[src/rtl/l2_cacheline_adaptor.sv]
// Splits single-cycle L2 line requests into s_line/s_burst-beat memory bursts
// and reassembles fetched beats into a full line for the cache.
module l2_cacheline_adaptor #(
  parameter int s_line   = 256,
  parameter int s_burst  = 64,
  parameter int s_offset = 5
) (
  input  logic               clk,
  input  logic               rst,
  input  logic [s_line-1:0]  line_i,
  output logic [s_line-1:0]  line_o,
  input  logic [31:0]        address_i,
  input  logic               read_i,
  input  logic               write_i,
  output logic               resp_o,
  input  logic [s_burst-1:0] burst_i,
  output logic [s_burst-1:0] burst_o,
  output logic [31:0]        address_o,
  output logic               read_o,
  output logic               write_o,
  input  logic               resp_i
);
  localparam int beats = s_line / s_burst;
  localparam int cw    = (beats > 1) ? $clog2(beats) : 1;

  typedef enum logic [1:0] {IDLE, RD, WR, DONE} state_t;

  state_t            state;
  logic [cw-1:0]     cnt;
  logic [s_line-1:0] wbuf;
  logic [31:0]       addr;
  logic              last;

  assign last = (cnt == cw'(beats - 1));

  // Beat count is a power of two, so cnt+1 wraps to 0 on the final beat.
  always_ff @(posedge clk or negedge rst) begin
    if (!rst) begin
      state  <= IDLE;
      cnt    <= '0;
      wbuf   <= '0;
      addr   <= '0;
      line_o <= '0;
    end else begin
      case (state)
        IDLE: begin
          cnt <= '0;
          if (write_i) begin
            wbuf  <= line_i;
            addr  <= {address_i[31:s_offset], {s_offset{1'b0}}};
            state <= WR;
          end else if (read_i) begin
            addr  <= {address_i[31:s_offset], {s_offset{1'b0}}};
            state <= RD;
          end
        end
        RD: begin
          if (resp_i) begin
            line_o[s_burst*cnt +: s_burst] <= burst_i;
            cnt <= cnt + 1'b1;
            if (last) state <= DONE;
          end
        end
        WR: begin
          if (resp_i) begin
            cnt <= cnt + 1'b1;
            if (last) state <= DONE;
          end
        end
        default: state <= IDLE;
      endcase
    end
  end

  // Outputs decode registered state only; reset clears them immediately.
  assign read_o    = (state == RD);
  assign write_o   = (state == WR);
  assign resp_o    = (state == DONE);
  assign address_o = (state == RD || state == WR) ? addr : 32'h0;
  assign burst_o   = (state == WR) ? wbuf[s_burst*cnt +: s_burst] : '0;
endmodule

[config.mk]
export PLATFORM = sky130hd
export DESIGN_NAME = l2_cacheline_adaptor
export DESIGN_NICKNAME = d
export VERILOG_FILES = /design/src/rtl/l2_cacheline_adaptor.sv
export SDC_FILE = /design/constraint.sdc
export NUM_CORES = 1
export LEC_CHECK = 0
export ABC_AREA = 1
export CELL_PAD_IN_SITES_DETAIL_PLACEMENT = 0
export CELL_PAD_IN_SITES_GLOBAL_PLACEMENT = 2
export CORE_MARGIN = 2
export CORE_UTILIZATION = 27
export DETAILED_ROUTE_END_ITERATION = 7
export PLACE_DENSITY = 0.79
export SYNTH_ARGS = -nofsm -noshare
export SYNTH_HDL_FRONTEND = slang
export SYNTH_SLANG_ARGS = --single-unit
[constraint.sdc]
create_clock -name clk -period 2.1 [get_ports clk]
set_input_delay 0.315 -clock clk [delete_from_list [all_inputs] [get_ports clk]]
set_output_delay 0.315 -clock clk [all_outputs]
set_load 0.05 [all_outputs]
== Yosys cells after proc, flatten, opt, wreduce, memory -nomap -nowiden ==
Index checks and enable logic that the tools add are counted.

* Bits in registers: 548
* Input port bits: 357
* Output and inout port bits: 355
* Word-level logic and storage cells: 39

* Add/subtract/negate cells: 2
* Equality and inequality tests: 7
* Shifts and indexed selects: 3
* Multiplexer cells: 12
* Reduce and logical (&&, ||, !) cells: 10

{| class="wikitable"
|+ Operator list
! operator !! count
|-
| bitwise mux 256 bit || 1
|-
| variable shift 64 x 34 -> 256 bit, first input constant || 1
|-
| indexed part select 256 x 9 -> 64 bit || 1
|-
| indexed part select 64 x 34 -> 256 bit || 1
|-
| 2-to-1 mux 32 bit || 3
|-
| 2-to-1 mux 64 bit || 1
|-
| negator 8 -> 34 bit || 1
|-
| 2-to-1 mux 2 bit || 5
|-
| one-hot mux 2 bit (2 select lines) || 2
|-
| AND reduction 2 bit || 4
|-
| equality test 2 bit, second input constant || 3
|-
| != test 2 x 1 -> 1 bit, second input constant || 2
|-
| nonzero test 2 bit || 2
|-
| != test 3 bit, second input constant || 1
|-
| AND reduction 3 bit || 1
|-
| adder 2 x 1 -> 2 bit, second input constant || 1
|-
| equality test 2 x 1 -> 1 bit, second input constant || 1
|-
| logical NOT 2 bit || 1
|-
| OR reduction 2 bit || 1
|-
| logical OR 1 bit || 1
|}

== Longest topological paths before layout ==
* Depth in word-level cells: 4
* Depth in mapped cells: 12
* Depth with buffers taken out: 8

== Worst setup path before layout ==
Ideal clock, no wire load.

* Path kind: reg-to-output
* From: reg cnt[0]
* To: out burst_o[54]
* Data arrival time: 1.769 ns
* Required time: 1.785 ns
* Setup slack: 0.016 ns
* Stages on the path, launching flop included: 7
* Path buffers: 3
* Cells stage by stage: dfrtp_1 -> buf_4 -> buf_6 -> buf_2 -> nand2_1 -> nand3_1 -> a21oi_1

* Longest elaborated chain between the ends: 2

{| class="wikitable"
|+ RTL lines
! what !! RTL line !! source
|-
| from (decl) || 29 || <nowiki>logic [cw-1:0] cnt;</nowiki>
|-
| from (signal assigned) || 60 || <nowiki>cnt <= cnt + 1'b1;</nowiki>
|-
| from (signal assigned) || 66 || <nowiki>cnt <= cnt + 1'b1;</nowiki>
|-
| indexed part select 256 x 9 -> 64 bit || 80 || <nowiki>assign burst_o = (state == WR) ? wbuf[s_burst*cnt +: s_burst] : '0;</nowiki>
|-
| 2-to-1 mux 64 bit || 80 ||
|-
| to (decl) || 17 || <nowiki>output logic [s_burst-1:0] burst_o,</nowiki>
|}

No other way between the ends.

== Final worst setup path ==
* From: reg cnt[0]
* To: out burst_o[21]

Same word-level chain as after synthesis.

==> qor.yml <==
pre_cts_ws_ns: 0.103
crit_family: "buffers and inverters"
yosysUniqueCellTypes: 25
max_freq_ghz: 0.414
leakage_nw: 21.5
first_pass_iters: 5
rows: 109
synth-warning-count: 0
die_area_um2: 91900
path_buf_inv: 3
wl_per_cell_um: 20.4
crit_slowest_cell: "dfrtp_4"
rsz0062_at_grt: "yes"
cts_buffer_depth: 3
async_reset_ff_frac: 1.00
clk_pin_slew_ns: 0.06
worst_path_largest_cell_delay_ns: 0.52
finalSetupViolations: 91
drv_cap: 0
grt_use_total: 0.206
start_util: 0.273
crit_path_max_fanout: 26
die_y_um: 303
clk-insertion-delay-late_ns: 0.61
worst_pin_slew_ns: 0.649
postSynthCellCount: 2941
finalCriticalPeriod_ns: 2.41
worst_slack_ns: -0.314
r2r_start: "cnt[0]$_DFFE_PN0P_"
grt_pass1_vias: 21600
critical_path_class: "flop to output port"
grt_antenna_before_repair: 32
via_per_inst: 4.49
synth_ff_type: "dfrtp_1"
powerDensity_nw_per_um2: 1570
drive_gt1_frac: 0.138
ff2ff_path_depth: 8
slew_violations: 0
synth_common_cells: "nand2_1 (817), dfrtp_1 (543), inv_1 (362), a21oi_1 (320), nor2_1 (303)"
core_um2: 88500
finish.utilization: 0.419
synth_edf_count: 0
drc: 0
grt_max_degree: 89
slew_headroom: 0.569
cts_buffers: 68
skew_ns: 0.0217
crit_chain: "buf_12 -> buf_16 -> nand2_1 -> nand3_1 -> a21oi_2 -> buf_6"
nets: 4015
violations: "negative setup slack"
avgSynthCellArea_um2: 8.21
synth_area_leaders: "dfrtp_1 (56%), nand2_1 (13%), a21oi_1 (6.6%)"
tritoncts: "built"
dp_hpwl_mm: 66.4
status: "complete, but fails checks"
fin_setup_tns_ns: -17.55
hold_ws_ns: 0.258
netlist_area_um2: 24200
yosys.area.top_type: "dfrtp_1"
rrSetupSlack_ns: 0.09
grt-ovfl-total: 0
r2r_end: "line_o[196]$_DFFE_PN0P_"
num_vias: 21900
critPathRequiredTime_ns: 1.78
first_iter_violations: 1259
ys_ff_latch: 543
synthToLayoutAreaGrowth_pct: 53.5
arrival_ns: 2.10
cp-start-kind: "flop"
grt_pass1_wl_mm: 141
min_path_type: "input pin to asynchronous set/reset pin"
yosysSeqAreaShare: 0.563
cts_max_level: 3
root_buffer: "clkbuf_16"
wl_mm: 99.4
cts.sinks: 543
total_power_mw: 58.2
gp_congestion: 0.819
fin_crit_sh: 1.15
hold_viol: 0
synth_most_common_cell: "nand2_1"
ant_nets: 0
crit_path_end_kind: "output port"
fp.dieW_um: 303
yosysTopAreaCellShare: 0.563
ir_worst_vdd_v: 0.00100
ios: 712
portBuffers: 701
-- where the power goes --
| part | switching (mW) | internal (mW) |
|---|---|---|
| Clock | 4.82 | 6.98 |
| Sequential | 1.50 | 14.2 |
| Combinational | 19.9 | 10.8 |
-- final cells by class --
type / count / area, um2
fillers: 9086 / 51400
flip-flops and latches: 543 / 13600
repair buffers: 821 / 9670
multi-input cells: 1845 / 8660
clock buffers: 103 / 2030
well taps: 1165 / 1460
inverters: 367 / 1420
clock inverters: 15 / 216
diodes: 11 / 27.5
-- cell usage in the layout (no fill, tap or decap), types with 3 or more instances in the layout --
cell,n
inv_2,23
nand3_2,23
a21oi_4,3
buf_6,67
clkinvlp_4,4
clkinv_8,3
buf_16,16
o21ai_1,65
nand2_4,25
clkbuf_1,16
buf_4,58
nand2_2,21
nand2_1,777
nor2_1,301
diode_2,11
inv_1,332
dfrtp_1,540
nand3_4,3
inv_4,10
a21oi_2,60
nand3_1,191
a21oi_1,257
dlymetal6s2s_1,185
buf_12,68
buf_8,7
o21ai_0,94
conb_1,5
clkbuf_8,18
clkdlybuf4s50_1,350
ha_1,9
dlygate4sd2_1,61
clkbuf_16,76
-- how the worst max path moves through the flow --
stage                             startpoint          end  slack [ns]  cells past startpoint
after floorplan           cnt[0]$_DFFE_PN0P_  burst_o[54]        0.02                      6
after global placement    cnt[1]$_DFFE_PN0P_  burst_o[27]        0.08                      5
after detailed placement  cnt[1]$_DFFE_PN0P_  burst_o[27]        0.10                      5
after CTS                 cnt[0]$_DFFE_PN0P_  burst_o[11]       -0.38                      6
after global routing      cnt[0]$_DFFE_PN0P_  burst_o[46]       -0.41                      7
final                     cnt[0]$_DFFE_PN0P_  burst_o[21]       -0.31                      6
-- state kept, by name, indices dropped and copies added, names as in the netlist --
| signal | flops |
|---|---|
| cnt | 2 |
| wbuf | 256 |
| addr | 27 |
| line_o | 256 |
| state | 2 |
-- metrics by stage --
stage | std cells | area [um2]
after floorplan | 2945 | 24200
after global placement | 4711 | 32800
after detailed placement | 4711 | 32800
after CTS | 4848 | 36000
after global routing | 4864 | 37100
final | 4870 | 37100
-- kinds of logic (layout without fill, tap and decap cells) --
family          count (synthesis)  after routing  synth area share
simple gates                 1348           1348             0.225
buf+inv                       557           1306             0.107
flops                         543            543             0.563
compound gates                480            480            0.0999
fa+ha+maj                      12             12           0.00622
other cells                     1             16          0.000155
-- metal layers --
layer | share of wire | GRT usage
met5 | 0.0032 | 0
met2 | 0.49 | 0.346
met1 | 0.40 | 0.249
met4 | 0.029 | 0.0713
met3 | 0.078 | 0.0655
-- timing repair --
item | CTS | global route
gates resized for setup | 241 | 302
hold buffers | 1 | 0
endpoints found under the hold margin | 33 | 0
pin swaps | 26 | 23
setup buffers | 7 | 4
cloned | 11 | 8
setup endpoints to repair | 336 | 363
No activity file was read; power rests on OpenSTA's default activity.
